--- src/rtl/ctrl_pkg.sv ---
// Shared types and constants for the multi-cycle integer-core controller.
// Enum encodings are fixed because alu_op leaves the block as a raw 4-bit code.
package ctrl_pkg;

    typedef enum logic [3:0] {
        ALU_ADD   = 4'd0,
        ALU_SUB   = 4'd1,
        ALU_SLL   = 4'd2,
        ALU_SLT   = 4'd3,
        ALU_SLTU  = 4'd4,
        ALU_XOR   = 4'd5,
        ALU_SRL   = 4'd6,
        ALU_SRA   = 4'd7,
        ALU_OR    = 4'd8,
        ALU_AND   = 4'd9,
        ALU_PASSB = 4'd10
    } alu_op_t;

    typedef enum logic [2:0] {
        IDLE   = 3'd0,
        FETCH  = 3'd1,
        DECODE = 3'd2,
        EXEC   = 3'd3,
        WB     = 3'd4,
        TRAP   = 3'd5
    } state_t;

    localparam logic [6:0] OP_R     = 7'b0110011;
    localparam logic [6:0] OP_I     = 7'b0010011;
    localparam logic [6:0] OP_LUI   = 7'b0110111;
    localparam logic [6:0] OP_AUIPC = 7'b0010111;

    localparam logic [6:0] F7_ZERO  = 7'b0000000;
    localparam logic [6:0] F7_ALT   = 7'b0100000;

endpackage

--- src/rtl/multicycle_ctrl_opdecode.sv ---
// Combinational instruction classifier: turns opcode/funct3/funct7 into ALU
// controls plus a legality flag. The FSM decides when to capture the result.
module ctrl_opdecode
    import ctrl_pkg::*;
(
    input  logic [6:0] opcode,
    input  logic [2:0] funct3,
    input  logic [6:0] funct7,
    output logic [3:0] alu_op,
    output logic       op_a_pc,
    output logic       op_b_imm,
    output logic       imm_u,
    output logic       legal
);

    alu_op_t f3_op;
    alu_op_t op_sel;
    logic    f7_zero;
    logic    f7_alt;

    assign f7_zero = (funct7 == F7_ZERO);
    assign f7_alt  = (funct7 == F7_ALT);
    assign alu_op  = op_sel;

    // funct3 mapping shared by R and I types; only SRL/SRA looks at funct7 here.
    always_comb begin
        f3_op = ALU_ADD;
        case (funct3)
            3'b000: f3_op = ALU_ADD;
            3'b001: f3_op = ALU_SLL;
            3'b010: f3_op = ALU_SLT;
            3'b011: f3_op = ALU_SLTU;
            3'b100: f3_op = ALU_XOR;
            3'b101: f3_op = funct7[5] ? ALU_SRA : ALU_SRL;
            3'b110: f3_op = ALU_OR;
            3'b111: f3_op = ALU_AND;
            default: f3_op = ALU_ADD;
        endcase
    end

    always_comb begin
        op_sel   = ALU_ADD;
        op_a_pc  = 1'b0;
        op_b_imm = 1'b0;
        imm_u    = 1'b0;
        legal    = 1'b0;
        case (opcode)
            OP_R: begin
                legal  = f7_zero || (f7_alt && (funct3 == 3'b000 || funct3 == 3'b101));
                op_sel = (funct3 == 3'b000 && funct7[5]) ? ALU_SUB : f3_op;
            end
            OP_I: begin
                // funct7 is really imm[11:5]; it only matters for the shifts.
                op_b_imm = 1'b1;
                op_sel   = f3_op;
                case (funct3)
                    3'b001:  legal = f7_zero;
                    3'b101:  legal = f7_zero || f7_alt;
                    default: legal = 1'b1;
                endcase
            end
            OP_LUI: begin
                op_sel   = ALU_PASSB;
                op_b_imm = 1'b1;
                imm_u    = 1'b1;
                legal    = 1'b1;
            end
            OP_AUIPC: begin
                op_sel   = ALU_ADD;
                op_a_pc  = 1'b1;
                op_b_imm = 1'b1;
                imm_u    = 1'b1;
                legal    = 1'b1;
            end
            default: legal = 1'b0;
        endcase
    end

endmodule

--- src/rtl/multicycle_ctrl.sv ---
// Multi-cycle control FSM: FETCH -> DECODE -> EXEC -> WB per instruction,
// with a fetch timeout, sticky error flags and a retired-instruction counter.
module multicycle_ctrl
    import ctrl_pkg::*;
#(
    parameter int CNT_W         = 32,
    parameter int FETCH_TIMEOUT = 16
) (
    input  logic             clk,
    input  logic             reset,
    input  logic             run,
    output logic             imem_req,
    input  logic             imem_ack,
    output logic             ir_load,
    input  logic [6:0]       opcode,
    input  logic [2:0]       funct3,
    input  logic [6:0]       funct7,
    output logic [3:0]       alu_op,
    output logic             op_a_pc,
    output logic             op_b_imm,
    output logic             imm_u,
    output logic             reg_we,
    output logic             pc_en,
    output logic             busy,
    output logic             illegal,
    output logic             fetch_err,
    output logic [CNT_W-1:0] retired
);

    localparam int TO_W    = (FETCH_TIMEOUT > 1) ? $clog2(FETCH_TIMEOUT) : 1;
    localparam int TO_LAST = (FETCH_TIMEOUT > 0) ? FETCH_TIMEOUT - 1 : 0;
    localparam logic [TO_W-1:0] TO_LAST_V = TO_W'(TO_LAST);

    state_t           state_q, state_d;
    logic [TO_W-1:0]  to_cnt_q, to_cnt_d;
    logic [CNT_W-1:0] retired_q, retired_d;
    alu_op_t          alu_op_q, alu_op_d;
    logic             op_a_pc_q, op_a_pc_d;
    logic             op_b_imm_q, op_b_imm_d;
    logic             imm_u_q, imm_u_d;
    logic             illegal_q, illegal_d;
    logic             fetch_err_q, fetch_err_d;

    logic [3:0]       dec_alu_op;
    logic             dec_a_pc;
    logic             dec_b_imm;
    logic             dec_imm_u;
    logic             dec_legal;

    ctrl_opdecode u_opdecode (
        .opcode   (opcode),
        .funct3   (funct3),
        .funct7   (funct7),
        .alu_op   (dec_alu_op),
        .op_a_pc  (dec_a_pc),
        .op_b_imm (dec_b_imm),
        .imm_u    (dec_imm_u),
        .legal    (dec_legal)
    );

    always_comb begin
        state_d     = state_q;
        to_cnt_d    = to_cnt_q;
        retired_d   = retired_q;
        alu_op_d    = alu_op_q;
        op_a_pc_d   = op_a_pc_q;
        op_b_imm_d  = op_b_imm_q;
        imm_u_d     = imm_u_q;
        illegal_d   = illegal_q;
        fetch_err_d = fetch_err_q;
        case (state_q)
            IDLE: begin
                if (run) state_d = FETCH;
            end
            FETCH: begin
                if (imem_ack) begin
                    state_d  = DECODE;
                    to_cnt_d = '0;
                end else if (FETCH_TIMEOUT != 0) begin
                    if (to_cnt_q == TO_LAST_V) begin
                        fetch_err_d = 1'b1;
                        state_d     = TRAP;
                        to_cnt_d    = '0;
                    end else begin
                        to_cnt_d = to_cnt_q + 1'b1;
                    end
                end
            end
            DECODE: begin
                if (dec_legal) begin
                    alu_op_d   = alu_op_t'(dec_alu_op);
                    op_a_pc_d  = dec_a_pc;
                    op_b_imm_d = dec_b_imm;
                    imm_u_d    = dec_imm_u;
                    state_d    = EXEC;
                end else begin
                    illegal_d = 1'b1;
                    state_d   = TRAP;
                end
            end
            EXEC: state_d = WB;
            WB: begin
                // Controls drop back to zero once the instruction retires.
                retired_d  = retired_q + CNT_W'(1);
                alu_op_d   = ALU_ADD;
                op_a_pc_d  = 1'b0;
                op_b_imm_d = 1'b0;
                imm_u_d    = 1'b0;
                state_d    = run ? FETCH : IDLE;
            end
            TRAP: state_d = TRAP;
            default: state_d = IDLE;
        endcase
    end

    always_ff @(posedge clk) begin
        if (reset) begin
            state_q     <= IDLE;
            to_cnt_q    <= '0;
            retired_q   <= '0;
            alu_op_q    <= ALU_ADD;
            op_a_pc_q   <= 1'b0;
            op_b_imm_q  <= 1'b0;
            imm_u_q     <= 1'b0;
            illegal_q   <= 1'b0;
            fetch_err_q <= 1'b0;
        end else begin
            state_q     <= state_d;
            to_cnt_q    <= to_cnt_d;
            retired_q   <= retired_d;
            alu_op_q    <= alu_op_d;
            op_a_pc_q   <= op_a_pc_d;
            op_b_imm_q  <= op_b_imm_d;
            imm_u_q     <= imm_u_d;
            illegal_q   <= illegal_d;
            fetch_err_q <= fetch_err_d;
        end
    end

    assign imem_req  = (state_q == FETCH);
    assign ir_load   = (state_q == FETCH) && imem_ack;
    assign reg_we    = (state_q == WB);
    assign pc_en     = (state_q == WB);
    assign busy      = (state_q != IDLE) && (state_q != TRAP);
    assign alu_op    = alu_op_q;
    assign op_a_pc   = op_a_pc_q;
    assign op_b_imm  = op_b_imm_q;
    assign imm_u     = imm_u_q;
    assign illegal   = illegal_q;
    assign fetch_err = fetch_err_q;
    assign retired   = retired_q;

endmodule

--- config.mk ---
export PLATFORM = sky130hd
export DESIGN_NAME = multicycle_ctrl
export DESIGN_NICKNAME = d
export VERILOG_FILES = /design/src/rtl/ctrl_pkg.sv /design/src/rtl/multicycle_ctrl_opdecode.sv /design/src/rtl/multicycle_ctrl.sv
export SDC_FILE = /design/constraint.sdc
export NUM_CORES = 1
export LEC_CHECK = 0
export BUFFER_PORTS_ARGS = -buffer_cell sky130_fd_sc_hd__buf_2
export CORE_MARGIN = 2
export CORE_UTILIZATION = 45
export DETAILED_ROUTE_END_ITERATION = 6
export GPL_ROUTABILITY_DRIVEN = 1
export GPL_TIMING_DRIVEN = 1
export PLACE_DENSITY = 0.81
export SYNTH_ARGS = -nofsm -noshare
export SYNTH_HDL_FRONTEND = slang
export SYNTH_SLANG_ARGS = --single-unit
--- constraint.sdc ---
create_clock -name clk -period 3.7 [get_ports clk]
set_input_delay 0.185 -clock clk [delete_from_list [all_inputs] [get_ports clk]]
set_output_delay 0.185 -clock clk [all_outputs]
set_load 0.02 [all_outputs]
== Yosys cells after proc, flatten, opt, wreduce, memory -nomap -nowiden ==
Index checks and enable logic that the tools add are counted.
Operators by class
  add/sub/neg operators: 2
  equality and inequality tests: 22
  muxes and demuxes: 25
  bitwise operators: 2
  reduce and logical (&&, ||, !) cells: 18
Operators by type and width (count)
  $add 32x1->32 const B: 1
  $pmux 4 s8: 1
  $eq 7x6->1 const B: 3
  $eq 3x3->1 const B: 6
  $pmux 3 s6: 1
  $mux 4: 4
  $eq 7x5->1 const B: 2
  $eq 3x2->1 const B: 4
  $mux 3: 4
  $pmux 4 s3: 1
  $mux 1: 8
  $pmux 1 s2: 4
  $pmux 4 s2: 1
  $logic_not 7->1: 1
  $eq 3x1->1 const B: 2
  $logic_not 3->1: 2
  $reduce_and 2->1: 3
  $add 4x1->4 const B: 1
  $eq 4x4->1 const B: 1
  $logic_and 1x1->1: 4
  $ne 2x2->1 const B: 2
  $logic_or 1x1->1: 3
  $ne 3x1->1 const B: 1
  $ne 3x3->1 const B: 1
  7 further kinds: 8
Storage, ports and cells
  bits in registers: 48
  input bits: 21
  output and inout port bits: 46

== Logic depth before layout (Yosys ltp) ==
  depth in word-level cells: 7
  mapped depth: 7
  mapped depth without buffers: 5

== By module ==
Synthesis repeated with hierarchy kept, for this count alone.
Second synthesis, totals
  cell total of the unflattened synthesis: 299
  area, all modules: 2508.7 um^2
By module, submodules not included
  multicycle_ctrl: times used 1, cells an instance 269, area an instance 2298.5 um^2
  ctrl_opdecode: times used 1, cells an instance 30, area an instance 210.2 um^2

== Worst setup path after synthesis ==
No wires, ideal clock.
  path kind: register -> register
  from: reg retired_q[8] (netlist: retired[8])
  to: reg retired_q[22] (netlist: retired[22])
  setup time: 128 ps
  arrival: 1570 ps
  setup slack: 2002 ps
  cell stages (with the launch flop): 7
  clock period less this slack: 1698 ps
  cells stage by stage: dfxtp_1 > and4_4 > nand4_4 > buf_6 > nor4_2 > xnor2_1 > nor2_1
On the way
  word-level cells in the longest chain between the ends: 1
Ends and longest elaborated chain
  from (decl): line multicycle_ctrl.sv:36  | logic [CNT_W-1:0] retired_q, retired_d;
  from (signal assigned): line multicycle_ctrl.sv:130  | retired_q <= retired_d;
  $add 32x1->32: line multicycle_ctrl.sv:104  | retired_d = retired_q + CNT_W'(1);
Every way passes these cells.
A chain may end at the register's enable or synchronous reset.

== Final worst setup path ==
  from: reg state_q[2]
  to: reg retired_q[25] (netlist: retired[25])
On the way
  word-level cells in the longest chain between the ends: 1
Ends and longest elaborated chain
  from (decl): line multicycle_ctrl.sv:34  | state_t state_q, state_d;
  from (signal assigned): line multicycle_ctrl.sv:128  | state_q <= state_d;
  $eq 3x3->1: line multicycle_ctrl.sv:71  | case (state_q)
Every way passes these cells.

==> run_results.csv <==
group,metric,value,unit
clock_tree,postCtsSetupRepairBufs,0,
floorplan,coreArea,5510,um2
drt,num_vias,2328,
pwr,ir_worst_vdd,0.000144,V
clock_tree,cts_tree,"done",
clock_tree,cts_buffer_depth,2,
synth,syn_inst,304,
drt,routedWlPerCell,12.9,um
placed_design,hpwl,4.08,mm
synth,synth_area_per_cell,8.41,um2
grt,grt_max_degree,45,
synth,netlist_top_cells_count,"dfxtp_1, nor2_1, nand2_1",
synth,synth.area.top_cells,"dfxtp_1, nor2_1, xnor2_1",
timing,worst_slack,1.28,ns
synth,ys_async_sr_fraction,0,%
floorplan,dieWidth,79.4,um
finish,drive_above_1_share,25.3,%
timing,setup-violations-final,0,
run_status,status,"complete, no violations",
timing,fin_crit_sh,65.5,%
setup_path,r2r_end,"retired[25]",
synth,netlist.area_leader.share,37.6,%
placed_design,placedCellCount,424,
pwr,p_per_area,310,nW/um2
setup_path,r2r_cells,5,
timing,drv_slew,0,
job,maxCapViolCount,0,
synth,ys_types,51,
grt,grt_pass1_wl,9.69,mm
clock_tree,ctsHoldBuffers,0,
synth,synth-edff-count,0,
min_path,hold_depth,3,
clock_tree,cts_buffers,5,
finish,n_antenna_cell,0,
min_path,hold_class,"in -> reg",
timing,fin_setup_tns,0,ns
grt,grt-ovfl-total,0,
clock_tree,clkLatencyLatePin,0.29,ns
setup_path,crit_buf_inv,0,
setup_path,arrival,2.57,ns
drt,drt_iter0_drc,180,
synth,synthFlopType,"dfxtp_1",
timing,hold_viol,0,
drt,dr.pass1.iters,4,
clock_tree,h-tree-depth,2,
placed_design,pre_cts_slack,1.26,ns
clock_tree,ctsResizeCount,0,
drt,drc_errors,0,
timing,grt_setup_unrepaired,"no",
floorplan,die_h,79.4,um
synth,ys_seq_area_share,37.6,%
synth,synth-seq-cells,48,
clock_tree,clkTransAtPathRegs,0.08,ns
finish,stdcell_count,432,
drt,detail-route-antenna-nets,0,
setup_path,r2r_slack,1.28,ns
grt,grt_pass1_vias,2248,
setup_path,slowest_delay,0.58,ns
timing,final.min_clock_period,2.42,ns
grt,grt_use_total,18.7,%
synth,synth.most_common_cell,"dfxtp_1",
setup_path,critPathCaptureType,"flip-flop",
min_path,worst_hold_path.endpoint,"imm_u",
drt,avgViaCountPerCell,5.39,
timing,timing.hold.ws,0.220,ns
grt,antenna_found_initial,0,
finish,layout.nets,382,
synth,synth_largest_area_cell,"dfxtp_1",
placed_design,place.gp.congestion,0.873,
finish,area_delta_synth_final,15.9,%
synth,netlist_area,2560,um2
timing,fin_worst_skew,0.00685,ns
floorplan,dieArea,6300,um2
floorplan,ios,67,
setup_path,crit_chain,"nor3b_4, nand3_1, nor4b_1, xnor2_1, nor2_1",
timing,relSlewSlack,47.6,%
setup_path,crit_fanout,13,
setup_path,critPathLaunch,"state_q[2]",
clock_tree,clock-sinks,48,
setup_path,critical_path.slowest_cell,"nor3b_4",
floorplan,rows,27,
setup_path,crit_required,3.85,ns
floorplan,start_util,46.4,%
timing,fmax,0.413,GHz
placed_design,portBuffers,66,
setup_path,path_class,"reg -> reg",
setup_path,r2r_start,"state_q[2]",
synth,syn_nets,327,
setup_path,cp_top_family,"simple AND/OR/NAND/NOR gates",
drt,wl,5.59,mm
synth,synth_warnings,0,
setup_path,startpoint_type,"flip-flop",
timing,worst_pin_slew,0.786,ns
pwr,p_leak,1.21,nW
min_path,min-delay-start,"opcode[2]",
clock_tree,ctsRootBufferMaster,"clkbuf_8",
-- per-layer routing --
metal | share of wire, % | routed length (um) | GRT usage (%)
met4 | 0.72 | 40 | 5.00
met2 | 48 | 2710 | 33.0
met5 | 0 | 0 | 0
met3 | 4.6 | 260 | 4.41
met1 | 46 | 2580 | 22.8
-- how the worst max path moves through the flow --
stage                              to  cells after the start
after floorplan           retired[22]                      6
after global routing      retired[27]                      5
after CTS                 retired[25]                      5
after global placement    retired[25]                      5
final                     retired[25]                      5
after detailed placement  retired[25]                      5
-- flip-flops by register name, summed over array words and instances, names as in the netlist --
| signal | flops |
|---|---|
| alu_op | 4 |
| op_a_pc | 1 |
| illegal | 1 |
| imm_u | 1 |
| to_cnt_q | 4 |
| state_q | 3 |
| fetch_err | 1 |
| op_b_imm | 1 |
| retired | 32 |
-- per-stage QoR --
step | cell area (um2) | utilization, % | total power [mW]
finish | 2960 | 53.8 | 0.918
global route | 2960 | 53.8 | 0.966
CTS | 2960 | 53.8 | 0.931
detailed placement | 2870 | 52.1 | 0.616
global placement | 2870 | 52.1 | 0.614
floorplan | 2560 | - | 0.593
-- power breakdown --
group	internal [mW]	switching, mW
logic	0.0313	0.0465
registers	0.520	0.00608
clock network	0.149	0.165
-- tightest hold or removal path, stage by stage --
cell and delay, ns:
buf_2 0.15, nand2_1 0.07, a21oi_1 0.05
-- cells by family (layout without fill, tap and decap cells) --
| group | Yosys count | count (layout) | share of synthesized area (%) |
|---|---|---|---|
| AND/OR/NAND/NOR | 147 | 147 | 33.7 |
| AO/OA/AOI/OAI | 51 | 51 | 11.7 |
| flip-flops | 48 | 48 | 37.6 |
| buffers and inverters | 26 | 82 | 5.38 |
| XOR/XNOR | 24 | 24 | 8.22 |
| multiplexers | 6 | 6 | 2.50 |
| adder cells (fa/ha/maj) | 2 | 2 | 0.978 |
-- layout by cell type, fill, tap and decap left out, types with 9 or more instances in the layout --
master     n
dfxtp_1   48
xnor2_1   16
nand3_1   14
a21oi_1   18
nand2_1   21
o21ai_0   17
nor2_1    39
buf_2     66
nand2b_1   9
-- layout make-up --
| type | instances | area (um2) |
|---|---|---|
| tap | 72 | 90.1 |
| clock buffer | 6 | 82.6 |
| multi-input combinational | 230 | 1460 |
| timing repair buffer | 66 | 330 |
| inverter | 8 | 30.0 |
| sequential | 48 | 961 |
| clock inverter | 2 | 10.0 |
| fill | 507 | 2540 |
Power figures use the tool's default switching activity.
